$ cat src/rtl/pc_cfr_cpg_alloc.sv
// Peak-to-CPG scheduler: hands qualified CFR peaks to idle pulse generators, times each pulse, keeps stats.
// Optional macro PC_CFR_CPG_ALLOC_RR_EN selects round-robin slot search instead of lowest-index priority.
`timescale 1ns/1ps
module pc_cfr_cpg_alloc #(
  parameter int NUM_CPG    = 4,
  parameter int PULSE_LEN  = 64,
  parameter int DATA_WIDTH = 16,
  parameter int ITERATIONS = 7,
  parameter int CNT_WIDTH  = 16
) (
  input  logic                  clk,
  input  logic                  rst_n,
  input  logic [DATA_WIDTH:0]   peak_r,
  input  logic [ITERATIONS:0]   peak_theta,
  input  logic                  peak_phase,
  input  logic                  peak_valid,
  output logic [NUM_CPG-1:0]    cpg_start,
  output logic [DATA_WIDTH:0]   cpg_r,
  output logic [ITERATIONS:0]   cpg_theta,
  output logic                  cpg_phase,
  output logic [NUM_CPG-1:0]    cpg_busy,
  output logic [CNT_WIDTH-1:0]  stat_alloc_cnt,
  output logic [CNT_WIDTH-1:0]  stat_drop_cnt,
  input  logic                  ctrl_enable,
  input  logic                  ctrl_clear_stats
);

  localparam int CW = $clog2(PULSE_LEN + 1);
  localparam int IW = $clog2(NUM_CPG);

  logic [CW-1:0]        cnt_q [NUM_CPG];
  logic [NUM_CPG-1:0]   busy;
  logic                 req;
  logic                 found;
  logic [IW-1:0]        sel;
  logic                 alloc;
  logic                 drop;
  logic [NUM_CPG-1:0]   start_d;

  always_comb begin
    for (int i = 0; i < NUM_CPG; i++) busy[i] = (cnt_q[i] != '0);
  end
  assign cpg_busy = busy;

  assign req   = peak_valid && ctrl_enable && (peak_r != '0);
  assign alloc = req && found;
  assign drop  = req && !found;

`ifdef PC_CFR_CPG_ALLOC_RR_EN
  // ptr_q holds the slot where the next search begins (last allocated slot + 1).
  logic [IW-1:0] ptr_q;

  always_comb begin
    found = 1'b0;
    sel   = '0;
    for (int k = 0; k < NUM_CPG; k++) begin
      automatic int j = int'(ptr_q) + k;
      if (j >= NUM_CPG) j = j - NUM_CPG;
      if (!found && !busy[j]) begin
        found = 1'b1;
        sel   = IW'(j);
      end
    end
  end

  always_ff @(posedge clk) begin
    if (!rst_n) begin
      ptr_q <= '0;
    end else if (alloc) begin
      ptr_q <= (int'(sel) == NUM_CPG - 1) ? '0 : sel + IW'(1);
    end
  end
`else
  always_comb begin
    found = 1'b0;
    sel   = '0;
    for (int i = NUM_CPG - 1; i >= 0; i--) begin
      if (!busy[i]) begin
        found = 1'b1;
        sel   = IW'(i);
      end
    end
  end
`endif

  always_comb begin
    start_d = '0;
    if (alloc) start_d[sel] = 1'b1;
  end

  always_ff @(posedge clk) begin
    if (!rst_n) begin
      for (int i = 0; i < NUM_CPG; i++) cnt_q[i] <= '0;
      cpg_start      <= '0;
      cpg_r          <= '0;
      cpg_theta      <= '0;
      cpg_phase      <= 1'b0;
      stat_alloc_cnt <= '0;
      stat_drop_cnt  <= '0;
    end else begin
      // A freshly started slot loads the full length; the cycle cpg_start is high is its first busy cycle.
      for (int i = 0; i < NUM_CPG; i++) begin
        if (alloc && (sel == IW'(i)))
          cnt_q[i] <= CW'(PULSE_LEN);
        else if (cnt_q[i] != '0)
          cnt_q[i] <= cnt_q[i] - CW'(1);
      end
      cpg_start <= start_d;
      cpg_r     <= alloc ? peak_r     : '0;
      cpg_theta <= alloc ? peak_theta : '0;
      cpg_phase <= alloc ? peak_phase : 1'b0;

      if (ctrl_clear_stats)
        stat_alloc_cnt <= '0;
      else if (alloc && (stat_alloc_cnt != '1))
        stat_alloc_cnt <= stat_alloc_cnt + CNT_WIDTH'(1);

      if (ctrl_clear_stats)
        stat_drop_cnt <= '0;
      else if (drop && (stat_drop_cnt != '1))
        stat_drop_cnt <= stat_drop_cnt + CNT_WIDTH'(1);
    end
  end

endmodule

$ cat config.mk
export PLATFORM = sky130hd
export DESIGN_NAME = pc_cfr_cpg_alloc
export DESIGN_NICKNAME = d
export VERILOG_FILES = /design/src/rtl/pc_cfr_cpg_alloc.sv
export SDC_FILE = /design/constraint.sdc
export NUM_CORES = 1
export LEC_CHECK = 0
export CELL_PAD_IN_SITES_DETAIL_PLACEMENT = 0
export CELL_PAD_IN_SITES_GLOBAL_PLACEMENT = 1
export CORE_UTILIZATION = 35
export CTS_BUF_LIST = sky130_fd_sc_hd__clkbuf_16
export DETAILED_ROUTE_END_ITERATION = 8
export GPL_TIMING_DRIVEN = 0
export PLACE_DENSITY = 0.84
export RECOVER_POWER = 25
export REMOVE_ABC_BUFFERS = 1
export SETUP_SLACK_MARGIN = 0.02
export SYNTH_ARGS = -nofsm -noshare
export SYNTH_HDL_FRONTEND = slang
export SYNTH_SLANG_ARGS = --single-unit
$ cat constraint.sdc
create_clock -name clk -period 2.1 [get_ports clk]
set_input_delay 0.42 -clock clk [delete_from_list [all_inputs] [get_ports clk]]
set_output_delay 0.42 -clock clk [all_outputs]
set_load 0.005 [all_outputs]
== Yosys cells after proc, flatten, opt, wreduce, memory -nomap -nowiden ==
Memory sizes are Yosys's and may differ from the RTL's.
Cells that the tools add are included.

* Flip-flop bits (word level): 62
* Bits in latches: 0
* Memory bits (writable): 28
* Bits in read-only memories: 0
* Bits of input ports: 31
* Memories: 1

{| class="wikitable"
|+ Memories
! memory !! words !! width !! read ports !! clocked after memory_dff !! wr ports !! RTL line !! text
|-
| cnt_q || 4 || 7 || 4 || 0 || 4 || 31 || <nowiki>logic [CW-1:0] cnt_q [NUM_CPG];</nowiki>
|}

* Add/sub/neg operators: 6
* $mul: 0
* Div/mod/pow operators: 0
* Order comparisons: 2
* Equal/unequal tests: 5
* Shift-type cells: 0
* Mux-type cells: 47
* Bitwise logic cells: 9
* Reduce and logical (&&, ||, !) cells: 20

{| class="wikitable"
|+ Operators by type and width
! operator !! count
|-
| 2-to-1 mux 7 bit || 8
|-
| 2-to-1 mux 1 bit || 34
|-
| adder 16 x 1 -> 16 bit (second input constant) || 2
|-
| != test 16 bit (second input constant) || 2
|-
| nonzero test 7 bit || 4
|-
| subtractor 7 x 1 -> 7 bit (second input constant) || 4
|-
| nonzero test 17 bit || 1
|-
| logical AND 1 bit || 11
|-
| 2-to-1 mux 2 bit || 4
|-
| OR 1 bit || 8
|-
| equality test 2 bit (second input constant) || 2
|-
| < comparator 2 x 3 -> 1 bit (second input constant) || 1
|-
| demux 1 bit (select 2 bit) || 1
|-
| equality test 2 x 1 -> 1 bit (second input constant) || 1
|-
| >= comparator 2 x 1 -> 1 bit (second input constant) || 1
|-
| zero test 2 bit || 1
|-
| AND reduction 2 bit || 1
|-
| OR reduction 2 bit || 1
|-
| zero test 1 bit || 1
|-
| inverter 1 bit || 1
|}

== Depth between registers and ports, before layout ==
Gate-level depths: netlist (run 1).

* Depth in word-level cells: 12
* Depth in mapped cells: 10
* Mapped depth without buffers: 8

== Worst setup path after synthesis (run 1) ==
OpenSTA, ideal clock, no wires.

* Path kind: input to register
* From: input port peak_r[12]
* To: memory cnt_q[2][0] in the netlist's numbering, enable pin
* Library setup time: 319 ps
* Data arrival time: 1,850 ps
* Required time: 1,781 ps
* Slack: -70 ps
* Stages: 6
* Cell sequence: or3_1 -> o211ai_2 -> buf_4 -> nor2_1 -> nand3_1 -> nand3_1

{| class="wikitable"
|+ RTL lines
! what !! RTL line !! text
|-
| from (decl) || 13 || <nowiki>input logic [DATA_WIDTH:0] peak_r,</nowiki>
|-
| to (decl) || 31 ||
|}

==> results_dict.tcl, run 1 <==
set metrics [dict create \
    outcome "complete, but fails checks" \
    violations "DRC" \
    ff2ff_setup_slack_ps 4 \
    syn_area_mm2 0.00421 \
    worstMarginPinSlew_ps 685 \
    min_path_type "in2reg" \
    final_cell_mix "69 x nor2_1, 62 x dfxtp_1, 48 x clkdlybuf4s50_1" \
    met2_usage_pct 26.4 \
    drive_gt1_share_pct 20.3 \
    use_met1_pct 18.1 \
    clock_sinks 90 \
    synthFlopType "dfxtp_1" \
    dp_slack_ps -1050 \
    rsz0062_at_grt "true" \
    path_class "reg2reg" \
    routedWlPerCell_um 14.2 \
    ys_types 49 \
    ios 97 \
    htree_levels 3 \
    wl_um 9810 \
    dp_hpwl_um 6310 \
    final.setup.worst_slack_ps 3.94 \
    ys_warn_count 0 \
    fp-row-count 39 \
    fin_skew_ps 8.27 \
    synth-seq-area-share_pct 49.5 \
    worstPathRequired_ps 2320 \
    numCtsBuffers 9 \
    reg2reg_from "cnt_q[0][4]$_SDFFCE_PN0P_" \
    clk_pin_slew_worst_paths_ps 70 \
    p_per_area_mw_per_mm2 1110 \
    design_area_mm2 0.00618 \
    finalSetupTns_ps 0 \
    overflow 0 \
    via_count 3404 \
    grt_antenna_before_repair 0 \
    finalCritPeriodShare_pct 99.8 \
    place_area_mm2 0.00532 \
    p_leak_nw 2.36 \
    core-area_mm2 0.0116 \
    slew_violations 0 \
    grt_first_pass_wirelength_um 15500 \
    ant_nets 0 \
    port_buffers 96 \
    cts_tree "done" \
    crit_fanout 12 \
    nFillCells 1012 \
    avgSynthCellArea_um2 10.3 \
    clkLatencyLatePin_ps 350 \
    start_util_pct 36.4 \
    syn_to_final_growth_pct 47.0 \
    synth_async_sr_flop_share_pct 0 \
    die_area_mm2 0.0125 \
    grt_max_degree 35 \
    arrival_ps 2320 \
    grt_busiest_layer "met2" \
    grt_use_total_pct 15.6 \
    gp_congestion 0.732 \
    ys_ff_latch 90 \
    drc_errors 8 \
    end_kind "flop" \
    hold_violations 0 \
    grt_pass1_vias 3309 \
    worstReg2RegEnd "stat_alloc_cnt[6]$_SDFFE_PP0P_" \
    layout_commonest_cell "nor2_1" \
    die_h_um 112 \
    fp.dieW_um 112 \
    cts-root-buf "clkbuf_16" \
    rr_worst_depth 9 \
    nNetsFinal 583 \
    drt_iter0_drc 118 \
    setup_viol 0 \
    max_freq_mhz 477 \
    use_met3_pct 6.48 \
    maxCapViolCount 0 \
    irDropWorstVdd_mv 0.531 \
    start_kind "flop" \
    min_from "peak_r[16]" \
    diodes 0 \
    hold_depth 2 \
    post-route-min-period_ps 2100 \
    cts.path.max_buffers 2 \
    max-slew-margin-rel_pct 54.2 \
    synthCells 407 \
    dr.pass1.iters 6 \
    vias_per_cell 4.93 \
    synth_edf_count 28 \
    whs_endpoint "cpg_r[16]$_SDFF_PN0_" \
    postCtsHoldBufs 0 \
]
[per-layer routing]
layer,vias up,part of all wire [%]
met5,-,0
met4,0,1.1
met3,10,7.0
met2,84,49
met1,1633,43
li1,1677,-
[power breakdown]
part	total [W]	switching [W]	internal, W
Clock	0.00152	0.000709	0.000811
Combinational	0.00300	0.00153	0.00147
Sequential	0.00235	0.000176	0.00217
Total	0.00687	0.00242	0.00445
[cells in the mapped netlist, types with 2 or more instances]
| master | count | area [µm²] |
|---|---|---|
| nor4_1 | 5 | 31.3 |
| nand4_1 | 9 | 56.3 |
| and3_1 | 6 | 37.5 |
| nor4_4 | 3 | 63.8 |
| a21oi_1 | 2 | 10.0 |
| ha_1 | 10 | 125 |
| nand2_1 | 24 | 90.1 |
| nor3b_1 | 2 | 15.0 |
| buf_4 | 3 | 22.5 |
| and2_1 | 28 | 175 |
| nand3_1 | 15 | 75.1 |
| nor4_2 | 19 | 238 |
| clkbuf_1 | 4 | 15.0 |
| xor2_1 | 7 | 61.3 |
| inv_1 | 14 | 52.6 |
| nor4b_2 | 2 | 30.0 |
| buf_1 | 2 | 7.51 |
| xnor2_1 | 38 | 333 |
| or3_1 | 4 | 25.0 |
| dfxtp_1 | 62 | 1240 |
| buf_6 | 3 | 33.8 |
| edfxtp_1 | 28 | 841 |
| and3_2 | 2 | 15.0 |
| inv_2 | 3 | 11.3 |
| and4_1 | 3 | 26.3 |
| nor2_1 | 69 | 259 |
| clkbuf_2 | 2 | 10.0 |
| buf_2 | 2 | 10.0 |
| nor3_1 | 14 | 70.1 |
| mux2i_1 | 3 | 30.0 |
[critical path, cell delays in order (launching register included)]
cell	delay, ps
edfxtp_1	440
nor4_4	310
and3b_2	270
buf_6	140
nor4_4	50
buf_12	150
buf_4	150
nor4_4	260
xnor2_1	150
nor2_1	50
[what timing repair did]
item | 4_1_cts | 5_1_grt
pin swaps | 16 | 17
setup endpoints to repair | 97 | 78
cloned | 1 | 1
setup buffers | 32 | 7
gates resized for setup | 39 | 15
[cell type report]
| type | count | area [µm²] | share of cell area (%) |
|---|---|---|---|
| Clock inverter | 7 | 53.8 | 0.870 |
| Multi-Input combinational cell | 285 | 2170 | 35.1 |
| Tap cell | 143 | 179 | 2.89 |
| Timing Repair Buffer | 139 | 1400 | 22.6 |
| Sequential cell | 90 | 2080 | 33.7 |
| Clock buffer | 9 | 225 | 3.64 |
| Inverter | 17 | 76.3 | 1.23 |
[how the worst max path moves through the flow]
stage	to	cells after the start	from	slack [ps]
3_3_place_gp	cnt_q[2][3]$_SDFFCE_PN0P_	7	peak_r[1]	-2080
6_report	stat_alloc_cnt[6]$_SDFFE_PP0P_	9	cnt_q[0][4]$_SDFFCE_PN0P_	4
2_1_floorplan	cnt_q[2][0]$_SDFFCE_PN0P_	5	peak_r[12]	-880
3_5_place_dp	cnt_q[2][3]$_SDFFCE_PN0P_	7	peak_r[1]	-1050
4_1_cts	cnt_q[2][3]$_SDFFCE_PN0P_	7	peak_r[10]	20
5_1_grt	stat_alloc_cnt[15]$_SDFFE_PP0P_	8	cnt_q[0][4]$_SDFFCE_PN0P_	-80
[registers in the layout, summed over array words and instances (netlist names)]
signal          count
cpg_phase           1
cpg_r              17
stat_alloc_cnt     16
cpg_theta           8
cnt_q              28
stat_drop_cnt      16
cpg_start           4
[logic make-up (layout without fill, tap and decap cells)]
group                      after synthesis  after routing  synth area share [%]
AOI/OAI and AO/OA                       14             14                  2.68
adders and majority gates               10             10                  2.98
DFF                                     90             90                  49.5
buffers and inverters                   33            172                  3.87
and+or+nand+nor                        212            213                  30.9
muxes                                    3              3                 0.714
xor gates and xnor gates                45             45                  9.37
[through the flow]
stage                     power [W]  hold slack (ps)  std cells  utilization [%]
final                       0.00687              444        690             53.4
after detailed placement    0.00444              528        633             46.0
after CTS                   0.00665              418        682             52.1
after global routing        0.00729              459        690             53.4
after floorplan             0.00381              522        391                -
after global placement      0.00437              526        630             45.4
No activity file was read; power rests on OpenSTA's default activity.
==> run 2: changes to the inputs <==
--- a/config.mk
+++ b/config.mk
@@ -10,8 +10,9 @@
 export CORE_UTILIZATION = 35
 export CTS_BUF_LIST = sky130_fd_sc_hd__clkbuf_16
 export DETAILED_ROUTE_END_ITERATION = 8
+export GPL_ROUTABILITY_DRIVEN = 0
 export GPL_TIMING_DRIVEN = 0
-export PLACE_DENSITY = 0.84
+export PLACE_DENSITY_LB_ADDON = 0.1
 export RECOVER_POWER = 25
 export REMOVE_ABC_BUFFERS = 1
 export SETUP_SLACK_MARGIN = 0.02
==> run 2 against run 1 <==
Compared with the run above:
- the run still ends with DRC left
- setup slack better by 13 ps
- first-iteration DRC count grew 76%
- global-route usage is 0.96 points higher
- critical path type unchanged
- critical endpoint is now stat_drop_cnt[15]$_SDFFE_PP0P_
- largest power group unchanged
- highest routed layer unchanged
==> results_dict.tcl, run 2 (same netlist as run 1, synthesis figures left out) <==
set metrics [dict create \
    max-slew-margin-rel_pct 57.7 \
    port_buffers 96 \
    fp.dieW_um 112 \
    post-route-min-period_ps 2080 \
    clock_sinks 90 \
    p_per_area_mw_per_mm2 1140 \
    maxCapViolCount 0 \
    cts.path.max_buffers 2 \
    drt_iter0_drc 208 \
    clkLatencyLatePin_ps 340 \
    dp_slack_ps -1020 \
    irDropWorstVdd_mv 0.443 \
    min_path_type "in2reg" \
    crit_fanout 5 \
    core-area_mm2 0.0116 \
    die_h_um 112 \
    drc_errors 3 \
    met2_usage_pct 24.3 \
    layout_commonest_cell "nor2_1" \
    via_count 3354 \
    reg_top3 "cnt_q x28, cpg_r x17" \
    numCtsBuffers 9 \
    place_inst 632 \
    grt_use_total_pct 16.6 \
    drive_gt1_share_pct 21.4 \
    violations "DRC" \
    syn_to_final_growth_pct 48.9 \
    clk_pin_slew_worst_paths_ps 70 \
    place_area_mm2 0.00530 \
    routedWlPerCell_um 14.7 \
    vias_per_cell 4.80 \
    grt_first_pass_wirelength_um 16400 \
    diodes 0 \
    worstPathRequired_ps 2320 \
    dr.pass1.iters 6 \
    p_leak_nw 2.39 \
    critPathLaunch "cnt_q[0][0]$_SDFFCE_PN0P_" \
    postCtsHoldBufs 0 \
    die_area_mm2 0.0125 \
    arrival_ps 2300 \
    path_class "reg2reg" \
    rsz0062_at_grt "true" \
    hold_violations 0 \
    nNetsFinal 592 \
    design_area_mm2 0.00626 \
    largest_reg_flops 28 \
    use_met3_pct 6.70 \
    final_cell_mix "69 x nor2_1, 63 x clkdlybuf4s50_1, 61 x dfxtp_1" \
    worstMarginPinSlew_ps 633 \
    cts-root-buf "clkbuf_16" \
    reg2reg_from "cnt_q[0][0]$_SDFFCE_PN0P_" \
    grt_pass1_vias 3366 \
    outcome "complete, but fails checks" \
    slew_violations 0 \
    htree_levels 3 \
    fin_skew_ps 11.2 \
    ios 97 \
    final.setup.worst_slack_ps 17.0 \
    largest-register "cnt_q" \
    ant_nets 0 \
    overflow 0 \
    start_util_pct 36.4 \
    wl_um 10300 \
    use_met1_pct 21.6 \
    start_kind "flop" \
    cts_tree "done" \
    setup_viol 0 \
    utilization_pct 54.1 \
    dp_hpwl_um 6190 \
    max_freq_mhz 480 \
    end_kind "flop" \
    fp-row-count 39 \
    ff2ff_setup_slack_ps 20 \
    grt_max_degree 35 \
    grt_antenna_before_repair 0 \
    fin_cells 699 \
    grt_busiest_layer "met2" \
    finalCritPeriodShare_pct 99.2 \
    min_from "peak_r[4]" \
    hold_ws_ps 344 \
]
-- run 2: path summary, 6_finish.rpt --
kind	to	cells past startpoint
hold / removal	cpg_r[4]$_SDFF_PN0_	2
hold reg to reg	stat_drop_cnt[1]$_SDFFE_PP0P_	2
setup reg to reg	stat_drop_cnt[15]$_SDFFE_PP0P_	9
setup / recovery	stat_drop_cnt[15]$_SDFFE_PP0P_	9
-- run 2: layout make-up --
type	instances	area [µm²]
fillers	1074	5300
clock inverters	5	40.0
clock buffers	11	275
flip-flops and latches	90	2080
well taps	143	179
repair buffers	147	1460
multi-input cells	286	2150
inverters	17	73.8
-- run 2: timing repair --
action | CTS | global route
endpoints found under the setup margin | 97 | 89
gates cloned | 1 | 3
setup buffers | 35 | 13
pin swaps | 14 | 24
hold endpoints to repair | 0 | 0
gates resized for setup | 33 | 21
-- run 2: stage by stage --
stage	setup TNS (ps)	power, W
floorplan	-56890	0.00381
global route	-5850	0.00755
detailed placement	-62270	0.00445
global placement	-171470	0.00441
CTS	0	0.00679
finish	0	0.00711
-- run 2: layer usage --
layer	wire length (µm)	part of all wire, %
met3	758	7.4
met4	135	1.3
met5	0	0
met1	4960	48
met2	4420	43
-- run 2: power breakdown --
group	switching [W]	total, W	internal (W)	leakage, nW
logic	0.00157	0.00309	0.00153	1.41
registers	0.000170	0.00234	0.00217	0.823
clock network	0.000718	0.00168	0.000960	0.156
total	0.00246	0.00711	0.00466	2.39
-- run 2: critical path, cell delays in order, from the launching register on --
cell and delay, ps:
edfxtp_1 370, inv_1 70, ha_1 230, and3b_2 240, inv_2 130, nand4_2 220, buf_4 220, nor4_2 270
xnor2_1 150, nor2_1 50
